## src/rtl/adpll_ctrl_pkg.sv

```systemverilog
// adpll_ctrl_pkg
// Shared definitions for the ADPLL multiplier/lock sequencer. The package
// holds the following items:
//   - the sequencer state encoding (3-bit enum);
//   - the multiplier code width;
//   - the multiplier code applied after reset, which the ADPLL bench shares;
//   - a helper that sizes a counter so it can hold its terminal count.
package adpll_ctrl_pkg;

  localparam int MULT_W = 3;

  localparam logic [MULT_W-1:0] DEFAULT_MULT_CODE = 3'd0;

  typedef enum logic [2:0] {
    ST_APPLY     = 3'd0,
    ST_WAIT_LOCK = 3'd1,
    ST_CONFIRM   = 3'd2,
    ST_RUN       = 3'd3,
    ST_FAULT     = 3'd4
  } state_t;

  // Width needed for a counter that must be able to hold the value n itself.
  function automatic int cntWidth(input int n);
    return (n < 1) ? 1 : $clog2(n + 1);
  endfunction

endpackage

```

## src/rtl/adpll_ctrl_lock_sync.sv

```systemverilog
// adpll_ctrl_lock_sync
// Two-flop synchronizer that brings the ADPLL LOCK indication into the
// REF_CLK domain. The output reads 0 while reset is asserted, so the
// sequencer never sees a stale lock right after reset.
// Ports:
//   i_clk   - REF_CLK
//   i_rst   - asynchronous active-high reset
//   i_async - raw LOCK from the ADPLL
//   o_sync  - LOCK as seen two REF_CLK edges later
module adpll_ctrl_lock_sync (
  input  logic i_clk,
  input  logic i_rst,
  input  logic i_async,
  output logic o_sync
);

  logic r_meta;
  logic r_sync;

  // The first stage may go metastable. Only the second stage is used downstream.
  always_ff @(posedge i_clk or posedge i_rst) begin
    if (i_rst) begin
      r_meta <= 1'b0;
      r_sync <= 1'b0;
    end else begin
      r_meta <= i_async;
      r_sync <= r_meta;
    end
  end

  assign o_sync = r_sync;

endmodule

```

## src/rtl/adpll_ctrl.sv

```systemverilog
// adpll_ctrl
// Multiplier-change and lock-supervision sequencer for the ADPLL.
// The block takes multiplier requests over a valid/ready handshake.
// For each request it performs these steps:
//   - pulses the ADPLL reset;
//   - waits for a stable LOCK;
//   - retries on timeout;
//   - relocks at the current multiplier when lock is lost in RUN.
// Ports:
//   i_ref_clk    - REF_CLK, sole clock (rising edge)
//   i_reset      - asynchronous active-high reset
//   i_req_valid  - request present
//   i_req_mult   - requested multiplier code
//   o_req_ready  - a request can be accepted this cycle
//   i_lock       - ADPLL lock (asynchronous, synchronized here)
//   o_m2/m1/m0   - multiplier select to the ADPLL
//   o_pll_reset  - reset to the ADPLL
//   o_locked     - lock confirmed at o_cur_mult
//   o_cur_mult   - multiplier currently applied
//   o_done       - pulse: request completed with lock
//   o_fail       - pulse: all attempts for a request exhausted
//   o_loss       - pulse: lock lost while running
module adpll_ctrl
  import adpll_ctrl_pkg::*;
#(
  parameter int                RST_CYCLES   = 8,
  parameter int                LOCK_TIMEOUT = 1024,
  parameter int                LOCK_STABLE  = 16,
  parameter int                MAX_RETRY    = 3,
  parameter logic [MULT_W-1:0] DEFAULT_MULT = DEFAULT_MULT_CODE
) (
  input  logic              i_ref_clk,
  input  logic              i_reset,
  input  logic              i_req_valid,
  input  logic [MULT_W-1:0] i_req_mult,
  output logic              o_req_ready,
  input  logic              i_lock,
  output logic              o_m2,
  output logic              o_m1,
  output logic              o_m0,
  output logic              o_pll_reset,
  output logic              o_locked,
  output logic [MULT_W-1:0] o_cur_mult,
  output logic              o_done,
  output logic              o_fail,
  output logic              o_loss
);

  localparam int RST_W   = cntWidth(RST_CYCLES);
  localparam int TO_W    = cntWidth(LOCK_TIMEOUT);
  localparam int STAB_W  = cntWidth(LOCK_STABLE);
  localparam int RETRY_W = cntWidth(MAX_RETRY);

  localparam logic [RST_W-1:0]   RST_LAST  = RST_W'(RST_CYCLES - 1);
  localparam logic [TO_W-1:0]    TO_LAST   = TO_W'(LOCK_TIMEOUT - 1);
  localparam logic [TO_W-1:0]    TO_TERM   = TO_W'(LOCK_TIMEOUT);
  localparam logic [STAB_W-1:0]  STAB_TERM = STAB_W'(LOCK_STABLE);
  localparam logic [RETRY_W-1:0] RETRY_MAX = RETRY_W'(MAX_RETRY);

  state_t              r_state;
  logic [RST_W-1:0]    r_rst_cnt;
  logic [TO_W-1:0]     r_to_cnt;
  logic [STAB_W-1:0]   r_stab_cnt;
  logic [RETRY_W-1:0]  r_retry;
  logic [MULT_W-1:0]   r_mult;
  logic                r_pll_reset;
  logic                r_ready;
  logic                r_locked;
  logic                r_done;
  logic                r_fail;
  logic                r_loss;

  logic                w_lock_s;
  logic                w_accept;
  logic                w_timeout;
  logic [TO_W-1:0]     w_to_next;
  logic [STAB_W-1:0]   w_stab_next;
  logic [RETRY_W-1:0]  w_retry_next;
  logic                w_confirm_done;
  logic                w_do_retry;

  adpll_ctrl_lock_sync u_lock_sync (
    .i_clk   (i_ref_clk),
    .i_rst   (i_reset),
    .i_async (i_lock),
    .o_sync  (w_lock_s)
  );

  assign w_accept     = i_req_valid && r_ready;
  assign w_timeout    = (r_to_cnt >= TO_LAST);
  // Both counters hold at their terminal count instead of wrapping.
  assign w_to_next    = (r_to_cnt == TO_TERM) ? r_to_cnt : r_to_cnt + 1'b1;
  assign w_stab_next  = (r_stab_cnt == STAB_TERM) ? r_stab_cnt : r_stab_cnt + 1'b1;
  assign w_retry_next = r_retry + 1'b1;

  // A confirmation that completes on the timeout cycle counts as a lock.
  // In WAIT_LOCK the timeout always wins.
  assign w_confirm_done = (r_state == ST_CONFIRM) && w_lock_s && (w_stab_next == STAB_TERM);
  assign w_do_retry     = w_timeout &&
                          ((r_state == ST_WAIT_LOCK) ||
                           ((r_state == ST_CONFIRM) && !w_confirm_done));

  // Sequencer. State, counters and all outputs are registered here.
  // Every path back to APPLY raises PLL reset and drops ready/locked on
  // the same edge. The event pulses are cleared by default and last one cycle.
  always_ff @(posedge i_ref_clk or posedge i_reset) begin
    if (i_reset) begin
      r_state     <= ST_APPLY;
      r_rst_cnt   <= '0;
      r_to_cnt    <= '0;
      r_stab_cnt  <= '0;
      r_retry     <= '0;
      r_mult      <= DEFAULT_MULT;
      r_pll_reset <= 1'b1;
      r_ready     <= 1'b0;
      r_locked    <= 1'b0;
      r_done      <= 1'b0;
      r_fail      <= 1'b0;
      r_loss      <= 1'b0;
    end else begin
      r_done <= 1'b0;
      r_fail <= 1'b0;
      r_loss <= 1'b0;
      if (w_do_retry) begin
        r_stab_cnt  <= '0;
        r_pll_reset <= 1'b1;
        if (w_retry_next < RETRY_MAX) begin
          r_retry   <= w_retry_next;
          r_rst_cnt <= '0;
          r_state   <= ST_APPLY;
        end else begin
          r_retry  <= '0;
          r_state  <= ST_FAULT;
          r_ready  <= 1'b1;
          r_locked <= 1'b0;
          r_fail   <= 1'b1;
        end
      end else begin
        case (r_state)
          ST_APPLY: begin
            r_to_cnt   <= '0;
            r_stab_cnt <= '0;
            if (r_rst_cnt == RST_LAST) begin
              r_pll_reset <= 1'b0;
              r_state     <= ST_WAIT_LOCK;
            end else begin
              r_rst_cnt <= r_rst_cnt + 1'b1;
            end
          end
          ST_WAIT_LOCK: begin
            r_to_cnt <= w_to_next;
            if (w_lock_s) begin
              r_stab_cnt <= '0;
              r_state    <= ST_CONFIRM;
            end
          end
          ST_CONFIRM: begin
            r_to_cnt <= w_to_next;
            if (w_confirm_done) begin
              r_stab_cnt <= w_stab_next;
              r_state    <= ST_RUN;
              r_locked   <= 1'b1;
              r_ready    <= 1'b1;
              r_done     <= 1'b1;
            end else if (w_lock_s) begin
              r_stab_cnt <= w_stab_next;
            end else begin
              r_stab_cnt <= '0;
              r_state    <= ST_WAIT_LOCK;
            end
          end
          ST_RUN: begin
            // A request for the multiplier already locked completes at once.
            // Any other request, or a lock loss, forces a relock.
            // When both happen on the same edge, the request supplies the multiplier.
            if (w_accept && (i_req_mult == r_mult) && w_lock_s) begin
              r_done <= 1'b1;
            end else if (w_accept || !w_lock_s) begin
              r_loss      <= !w_lock_s;
              if (w_accept) begin
                r_mult <= i_req_mult;
              end
              r_retry     <= '0;
              r_rst_cnt   <= '0;
              r_pll_reset <= 1'b1;
              r_ready     <= 1'b0;
              r_locked    <= 1'b0;
              r_state     <= ST_APPLY;
            end
          end
          ST_FAULT: begin
            if (w_accept) begin
              r_mult      <= i_req_mult;
              r_retry     <= '0;
              r_rst_cnt   <= '0;
              r_pll_reset <= 1'b1;
              r_ready     <= 1'b0;
              r_locked    <= 1'b0;
              r_state     <= ST_APPLY;
            end
          end
          default: begin
            r_rst_cnt   <= '0;
            r_pll_reset <= 1'b1;
            r_ready     <= 1'b0;
            r_locked    <= 1'b0;
            r_state     <= ST_APPLY;
          end
        endcase
      end
    end
  end

  assign {o_m2, o_m1, o_m0} = r_mult;
  assign o_cur_mult  = r_mult;
  assign o_pll_reset = r_pll_reset;
  assign o_req_ready = r_ready;
  assign o_locked    = r_locked;
  assign o_done      = r_done;
  assign o_fail      = r_fail;
  assign o_loss      = r_loss;

endmodule
```

## config.mk

```make
export PLATFORM = sky130hd
export DESIGN_NAME = adpll_ctrl
export DESIGN_NICKNAME = d
export VERILOG_FILES = /design/src/rtl/adpll_ctrl_pkg.sv /design/src/rtl/adpll_ctrl_lock_sync.sv /design/src/rtl/adpll_ctrl.sv
export SDC_FILE = /design/constraint.sdc
export NUM_CORES = 1
export LEC_CHECK = 0
export CAP_MARGIN = 20
export CORE_MARGIN = 2
export CORE_UTILIZATION = 45
export DETAILED_ROUTE_END_ITERATION = 10
export GPL_TIMING_DRIVEN = 0
export PLACE_DENSITY = 0.69
export SLEW_MARGIN = 20
export SYNTH_ARGS = -nofsm -noshare
export SYNTH_HDL_FRONTEND = slang
export SYNTH_SLANG_ARGS = --single-unit
export TNS_END_PERCENT = 50
```

## constraint.sdc

```tcl
create_clock -name i_ref_clk -period 3.96 [get_ports i_ref_clk]
set_input_delay 0.594 -clock i_ref_clk [delete_from_list [all_inputs] [get_ports i_ref_clk]]
set_output_delay 0.594 -clock i_ref_clk [all_outputs]
set_load 0.03 [all_outputs]
```

==> impl_summary.md, run 1 <==
Status
The flow ran to the end, and the final reports show no timing, DRC or antenna violations.

Synth
Yosys printed 0 warnings. The register bit count reported by yosys is 36. The post-synthesis average cell area is between 9 and 10 sq um.

The mux cell area share after synthesis is 2.526%. By area, the combinational part of the netlist is dominated by compound AO/OA/AOI/OAI gates. The most common flop cell mapped by yosys is sky130_fd_sc_hd__dfrtp_1.

The post-synth net total is 241. The share of synthesized cell area in and, or, nand and nor gates is 21.47%. The number of synthesized flops with an enable pin is 0.

The async set-or-reset flop fraction in the synthesized netlist is 100.0%. The mapped cell area is 0.002180 sq mm. The compound-cell area share of the yosys netlist is 23.54%. Synthesis handed over a netlist of 229 instances. The count of different cell masters after synthesis is 57. The post-synthesis sequential area ratio is 41.39%. Summing the areas of all fa, ha and maj instances in the mapped netlist gives 2.870% of the synthesized area. The parity-gate share of the synthesized area counting xor and xnor cells is 2.813%.

Clock network
The count of hold buffers inserted by post-cts repair is 0. The largest buffer count on any clock path is 2. The clock reaches the later pin of the worst-skew pair after 0.29 ns.

The number of setup buffers added after CTS is 0. The buffer cell driving the clock tree root is sky130_fd_sc_hd__clkbuf_8. The number of gates resized after CTS was 0. The TritonCTS buffer count is 5.

Clock-pin slew was measured on the worst setup and hold paths at 0.07 ns. The clock sink count is 36. TritonCTS built the clock tree. The H-tree level count is 2.

STA
The number of hold violations in the final report was 0. Setup violations remaining at the end of the flow were counted as 0. For the finished layout, the period the worst path requires is 2.682 ns. The worst clock skew is ~0.007 ns. After routing, the total negative slack on setup checks comes to 0 ns. The relative max-transition margin is ~54%.

Setup repair after global routing left no endpoint under its margin. The max-slew violation count is 0. Across all setup checks in the final design, the least slack found is 1.278 ns.

The maximum clock frequency is 372.9 MHz. For the pin with the worst max-slew slack, the measured transition is between 0.6 and 0.7 ns. The portion of the clock cycle consumed by the worst path in the final layout is around two thirds.

Placement
The global placement routability congestion is 0.9006. The post-DP HPWL is 3.322 mm. The count of buffers added on input and output ports is 18.

The pre-CTS setup slack is 1.340 ns.

Floorplanning
The count of boundary I/O pins is 19. The area inside the core boundary is between 0.004 and 0.005 sq mm. The floorplan step set the die height to ~74 um. The number of cell rows is 25.

The die area is 0.005416 sq mm. The die span in x is ~74 um. For this configuration, the core starts out at a cell density of between 40% and 50%.

GRT
The initial antenna violation count is 0. The maximum number of pins on one net before global-route repair is 28. Global routing used 19.43% of the available tracks. The number of global-route vias before repair is 1,722. The leftover overflow at the end of global routing is 0. The first-pass GRT wire length is 8.135 mm.

Critical path
The largest single stage delay on the critical path is 0.57 ns. The signal on the critical path passes through inv_1 -> ha_1 -> or3b_1 -> and4_4 -> o211ai_1 -> a31oi_1 -> o31ai_2 -> mux2i_1. At the worst endpoint, the arrival time is between 2 and 3 ns. STA classifies the critical path endpoint as a register.

The family with the most delay on the worst path is compound AO/OA/AOI/OAI gates. The critical-path maximum fanout is 8. The critical path in this run is classified as register to register. The worst setup path is launched from a register. Counting both buffers and inverters, the worst setup path holds a total of 1. Data on the critical path is required at its endpoint by 4.17 ns. The slowest cell on the critical path is sky130_fd_sc_hd__o211ai_1.

Detailed routing
The number of detailed-routing iterations run before antenna repair is 4. Wires add up to about 4.6 mm. The via-per-instance ratio is 5.910. The via count is 1,832.

The violation count after the first detailed-route iteration is 81. Dividing the detail-routed wire length by the instance count gives around 15 um. The final routed DRC violation total is 0.

The post-route antenna net violation count is 0.

Power and ir drop
The total power consumption of the routed design is 0.001353 W. The power density normalized to cell area is 531.0 mW/mm^2. The maximum VDD drop is between 0.3 and 0.4 mV. Summed over all cells, the static leakage comes to 1.104 nW.

Layout
In the final layout, the share of cells above drive strength 1 is 13.67%. The signed area change from the synthesized netlist to the final layout is 16.88%. The final net count is 267.

The repair_antennas step left the layout with diodes totalling 0. The layout has 426 filler cells. The core occupancy in the finished layout is between 50 and 60%.

Job
The tool flagged a number of max-cap violations equal to 0.

Hold path
The path class of the tightest hold or removal check is register to register.
[worst paths after layout]
kind / from / endpoint / slack [ns] / cells after the start
max in group asynchronous: i_reset / o_pll_reset / 2.94 / 3
setup / recovery: r_stab_cnt[0] / r_state[1] / 1.28 / 8
hold reg to reg: u_lock_sync.r_meta / u_lock_sync.o_sync / 0.36 / 0
setup reg to reg: r_stab_cnt[0] / r_state[1] / 1.28 / 8
min in group asynchronous: i_reset / r_rst_cnt[0] / 0.54 / 2
hold / removal: u_lock_sync.r_meta / u_lock_sync.o_sync / 0.36 / 0
[cell families after synthesis]
family / Yosys count
buffers and inverters: 24
AOI/OAI and AO/OA: 71
DFF: 36
xor gates and xnor gates: 7
adders and majority gates: 5
muxes: 5
and+or+nand+nor: 81
[metal layers]
| metal | share of wire (%) | global-route usage [%] |
|---|---|---|
| met5 | 0 | 0 |
| met4 | 1.3 | 5.455 |
| met3 | 4.2 | 3.841 |
| met2 | 47 | 31.75 |
| met1 | 48 | 26.22 |
[flip-flops by register name (all words and copies together), names as in the netlist]
| name | cells |
|---|---|
| o_done | 1 |
| o_locked | 1 |
| o_pll_reset | 1 |
| r_state | 3 |
| r_rst_cnt | 4 |
| o_loss | 1 |
| u_lock_sync.r_meta | 1 |
| o_fail | 1 |
| u_lock_sync.o_sync | 1 |
| r_retry | 2 |
| r_stab_cnt | 5 |
| o_req_ready | 1 |
| o_cur_mult | 3 |
| r_to_cnt | 11 |
[synth_stat cells (4+ instances only)]
cell	instances	share of area, %
sky130_fd_sc_hd__dfrtp_1	35	40
sky130_fd_sc_hd__o21ai_0	25	5.7
sky130_fd_sc_hd__nand2_1	19	3.3
sky130_fd_sc_hd__a21oi_1	14	3.2
sky130_fd_sc_hd__inv_1	13	2.2
sky130_fd_sc_hd__nor2_1	11	1.9
sky130_fd_sc_hd__nand3_1	9	2.1
sky130_fd_sc_hd__a21o_1	5	1.7
sky130_fd_sc_hd__clkbuf_1	5	0.86
sky130_fd_sc_hd__ha_1	5	2.9
sky130_fd_sc_hd__nand4_1	5	1.4
sky130_fd_sc_hd__or3_1	5	1.4
sky130_fd_sc_hd__a31oi_1	4	1.1
sky130_fd_sc_hd__and2_1	4	1.1
sky130_fd_sc_hd__and3_1	4	1.1
sky130_fd_sc_hd__nor3_1	4	0.92
sky130_fd_sc_hd__o211ai_1	4	1.4
sky130_fd_sc_hd__xor2_1	4	1.6
[worst reg2reg max path, cell delays in order, from the launching register on]
cell and delay, ns:
sky130_fd_sc_hd__dfrtp_1 0.45, sky130_fd_sc_hd__inv_1 0.10, sky130_fd_sc_hd__ha_1 0.16, sky130_fd_sc_hd__or3b_1 0.34
sky130_fd_sc_hd__and4_4 0.19, sky130_fd_sc_hd__o211ai_1 0.57, sky130_fd_sc_hd__a31oi_1 0.23, sky130_fd_sc_hd__o31ai_2 0.32
sky130_fd_sc_hd__mux2i_1 0.23
[per-stage QoR]
step	instance area [sq um]	instances	hold slack (ns)
floorplan	2180	229	0.3312
global placement	2427	301	0.3327
detailed placement	2447	302	0.3389
CTS	2547	310	0.3560
global route	2547	310	0.3661
finish	2547	310	0.3559
[layout by cell type, fill, tap and decap left out, drive strengths merged, types with 6 or more instances in the layout]
cell type      instances
o21ai                 25
clkdlybuf4s50         18
clkbuf                13
buf                    7
nor2                  11
inv                   13
a21o                   6
nand3                  9
and2                   6
dfrtp                 35
a21oi                 14
nand2                 19
[final cells by class]
class,count,area (sq um),area share [%]
inverters,13,48.80,1.916
clock buffers,8,100.1,3.929
well taps,54,67.56,2.652
flip-flops and latches,36,902.1,35.41
repair buffers,19,200.2,7.859
plain buffers,11,68.82,2.701
multi-input cells,169,1160,45.53
[where the power goes]
part | switching [W] | total [W] | internal (W) | leakage [nW]
clock network | 0.000131 | 0.000290 | 0.000159 | 0.0515
registers | 0.0000651 | 0.000497 | 0.000432 | 0.482
logic | 0.000326 | 0.000565 | 0.000240 | 0.570
total | 0.000522 | 0.00135 | 0.000831 | 1.10
(Power assumes the default switching activity.)
==> run 2, diff against run 1 <==
Settings changed: PLACE_DENSITY 0.69 to 0.71.
Clock period 3.96 ns to 2.4 ns, I/O delays scaled along.
==> run 2 against run 1 <==
  * Power up 72%
  * First-iteration DRC count is 42% higher
  * Final area is 6.3% higher
  * Register-to-register slack worse by 1.2 ns
  * Via count is 1.7% higher
  * Wire length up 3.6%
  * Core utilization increased by 3.4 points
  * Maximum frequency is 14% higher
  * Critical path depth shrank 1
  * Cell count increased by 2.6%
  * Largest cell class unchanged
  * Largest power group unchanged
  * Highest routed layer unchanged
==> impl_summary.md, run 2 (synthesis gave the netlist of run 1 again) <==
Floorplanning
The die outline height was 73.60 um (unchanged). The count of boundary I/O pins is 19 (unchanged). The die area came to 0.005416 sq mm (unchanged). The number of cell rows is 25 (unchanged). The area inside the core boundary came to 0.004692 sq mm (unchanged). The initial core utilization was 46.45% (unchanged). The die span in x is 73.60 um (unchanged).

Clock network
The clock edge transition at the registers on the reported setup and hold paths was 0.07 ns (about the same). The clock sink count is 36 (unchanged). The largest buffer count on any clock path is 2 (unchanged). The TritonCTS buffer count is 5 (unchanged). The clock tree from TritonCTS is built (unchanged). The clock insertion delay at the later pin of the skew report is 0.29 ns (about the same). The buffer cell driving the clock tree root was sky130_fd_sc_hd__clkbuf_8 (unchanged). The count of hold buffers inserted by post-cts repair came to 0 (unchanged). The H-tree level count is 2 (unchanged).

Detailed routing
The post-route antenna net violation count is 0 (unchanged). The via-per-instance ratio came to 5.862 (was 5.910). The via count is 1,864 (was 1,832).

The final routed wirelength across all metal layers is 4.773 mm (was 4.605 mm). The wire length per cell after detailed routing is 15.01 um (was 14.85 um). The final routed DRC violation total is 0 (unchanged).

The number of detailed-routing iterations run before antenna repair is 4 (unchanged). The violation count after the first detailed-route iteration came to 115 (was 81).

GRT
The initial antenna violation count was 0 (unchanged). The maximum number of pins on one net before global-route repair is 37 (was 28). The total track usage is 18.99% (was 19.43%). The first-pass GRT wire length is 8.086 mm (was 8.135 mm). The number of global-route vias before repair came to 1,809 (was 1,722). The leftover overflow at the end of global routing came to 0 (unchanged).

Power and ir drop
The total power consumption of the routed design is 0.002332 W (was 0.001353 W). The power density normalized to cell area was 861.4 mW/mm^2 (was 531.0 mW/mm^2). The switching part of the total power was 38.75% (was 38.59%).

The leakage power total is 1.154 nW (was 1.104 nW). The maximum VDD drop came to 0.5355 mV (was 0.3015 mV). The portion of total power attributed to the clock network came to 20.7% (was 21.4%). The combinational fraction of design power is 44.1% (was 41.8%). The internal power consumption is 0.001428 W (was 0.0008306 W).

The switching component of the power was 0.0009037 W (was 0.0005220 W). The sequential share of power came to 35.1% (was 36.8%).

Critical path
The worst flop-to-flop path startpoint is r_stab_cnt[0] (unchanged). The number of cells on the critical path was 7 (was 8). Cells traversed along the worst timing path: ha_2 -> and2b_1 -> a2111oi_4 -> o211a_4 -> o2111ai_4 -> or4_1 -> nand2_1 (was inv_1 -> ha_1 -> or3b_1 -> and4_4 -> o211ai_1 -> a31oi_1 -> o31ai_2 -> mux2i_1).

The end point of the critical path was r_to_cnt[2] (was r_state[1]). The reg-to-reg critical path endpoint is r_to_cnt[2] (was r_state[1]). The stage delay of the slowest cell on the critical path is 0.51 ns (was 0.57 ns). The depth of the most critical reg-to-reg path came to 7 (was 8). The startpoint class of the critical path is a register (unchanged). The critical path launch point is r_stab_cnt[0] (unchanged).

The worst endpoint required time was 2.63 ns (was 4.17 ns). The buffer and inverter count on the worst path is 0 (was 1). The family with the most delay on the worst path is compound AO/OA/AOI/OAI gates (unchanged). The slowest cell on the critical path was sky130_fd_sc_hd__or4_1 (was sky130_fd_sc_hd__o211ai_1).

The data arrival at the endpoint of the critical path was 2.58 ns (was 2.89 ns). The category of the critical setup timing path was register to register (unchanged). The endpoint kind of the worst setup timing path is a register (unchanged). The setup slack on the worst flop-to-flop path was 0.05 ns (was 1.28 ns). The critical-path maximum fanout is 7 (was 8).

Layout
The most common cell after layout, fill and taps aside is sky130_fd_sc_hd__dfrtp_1 (unchanged). Highest-count cells in the layout ignoring fill and taps: sky130_fd_sc_hd__dfrtp_1, sky130_fd_sc_hd__nand2_1, sky130_fd_sc_hd__o21ai_0 (was sky130_fd_sc_hd__dfrtp_1, sky130_fd_sc_hd__o21ai_0, sky130_fd_sc_hd__nand2_1). The post-layout instance count excluding filler cells was 318 (was 310). Top Registers: r_to_cnt x11, r_stab_cnt x5, r_rst_cnt x4 (unchanged). The area of all placed cells without fillers is 0.002708 sq mm (was 0.002547 sq mm).

The layout filler cell count is 412 (was 426). The antenna diode count came to 0 (unchanged). The proportion of layout cells with a drive suffix above 1 is 21.97% (was 13.67%). The final net count came to 275 (was 267). The signed area change from the synthesized netlist to the final layout was 24.23% (was 16.88%). The largest register by flop count was r_to_cnt (unchanged). The number of flip-flops in the largest register is 11 (unchanged).

STA
The worst path setup slack after routing is 0.04878 ns (was 1.278 ns). The number of hold violations in the final report is 0 (unchanged). The max-slew violation count is 0 (unchanged). Unrepaired setup endpoints after global routing: yes (was no). The total negative setup slack was 0 ns (unchanged). The portion of the clock cycle consumed by the worst path in the final layout is 97.97% (was 67.72%). The slew of the pin with the lowest slew margin is 0.7383 ns (was 0.6854 ns). The shortest clock period the worst path allows after layout is 2.351 ns (was 2.682 ns). The number of failing setup endpoints in the final timing report is 0 (unchanged).

The relative max-transition margin is 50.71% (was 54.10%). The worst clock skew is 0.005226 ns (was 0.006836 ns). The maximum clock frequency came to 425.3 MHz (was 372.9 MHz).

Status
Result of the run: finished clean (unchanged).

Placement
The pre-CTS setup slack is -0.1859 ns (was 1.340 ns). The post-place instance area is 0.002427 sq mm (was 0.002447 sq mm). The number of buffer cells added on primary ports is 18 (unchanged). The post-DP HPWL is 3.153 mm (was 3.322 mm). The global placement routability congestion is 0.8762 (was 0.9006).

The number of cells in the design after placement is 301 (was 302).

Hold path
The type of the most critical hold path is register to register (unchanged).

Job
The reported max-cap violation count is 0 (unchanged).
run 2: cell types whose count changed in the layout (fill, tap and decap cells not counted), moves of 2 or more:
| cell | before | now |
|---|---|---|
| sky130_fd_sc_hd__o21ai_1 | 0 | 5 |
| sky130_fd_sc_hd__o21ai_0 | 25 | 19 |
| sky130_fd_sc_hd__inv_2 | 1 | 3 |
| sky130_fd_sc_hd__inv_1 | 12 | 10 |
| sky130_fd_sc_hd__ha_2 | 0 | 2 |
| sky130_fd_sc_hd__buf_4 | 3 | 13 |
| sky130_fd_sc_hd__ha_1 | 5 | 2 |
run 2: metrics by stage:
step	util (%)	hold WS (ns)
2_1_floorplan	-	0.3312
3_3_place_gp	51.73	0.3323
3_5_place_dp	51.73	0.3373
4_1_cts	55.39	0.3540
5_1_grt	57.71	0.3662
6_report	57.71	0.3513
run 2: cell type report:
cell class / instances / area, sq um / share of cell area (%)
repair buffers: 27 / 247.7 / 9.150
inverters: 13 / 48.80 / 1.802
flip-flops and latches: 36 / 903.4 / 33.36
clock buffers: 8 / 100.1 / 3.697
plain buffers: 11 / 75.07 / 2.773
well taps: 54 / 67.56 / 2.495
multi-input cells: 169 / 1265 / 46.72
run 2: metal layers:
layer	track usage [%]	share of wire [%]
met1	26.05	47
met2	29.56	47
met3	4.938	4.3
met4	5.657	1.6
met5	0	0
run 2: timing repair:
action | CTS | global route
hold endpoints to repair | 0 | 0
buffers inserted | 8 | 1
pin swaps | 4 | 9
resized for setup | 5 | 27
endpoints found under the setup margin | 19 | 19
run 2: worst min-delay path by stage:
stage	end	cells after the start	startpoint	slack, ns
floorplan	u_lock_sync.o_sync	0	u_lock_sync.r_meta	0.33
global placement	u_lock_sync.o_sync	0	u_lock_sync.r_meta	0.33
detailed placement	u_lock_sync.o_sync	0	u_lock_sync.r_meta	0.34
CTS	u_lock_sync.o_sync	0	u_lock_sync.r_meta	0.35
global route	u_lock_sync.o_sync	0	u_lock_sync.r_meta	0.37
finish	u_lock_sync.o_sync	0	u_lock_sync.r_meta	0.35
run 2: power by group through the flow:
stage          registers [W]  clock network, W  logic, W
2_1_floorplan       0.000884                 0  0.000600
3_3_place_gp        0.000826                 0  0.000916
3_5_place_dp        0.000831                 0  0.000928
4_1_cts             0.000816          0.000494  0.000947
5_1_grt             0.000835          0.000513   0.00113
6_report            0.000819          0.000484   0.00103
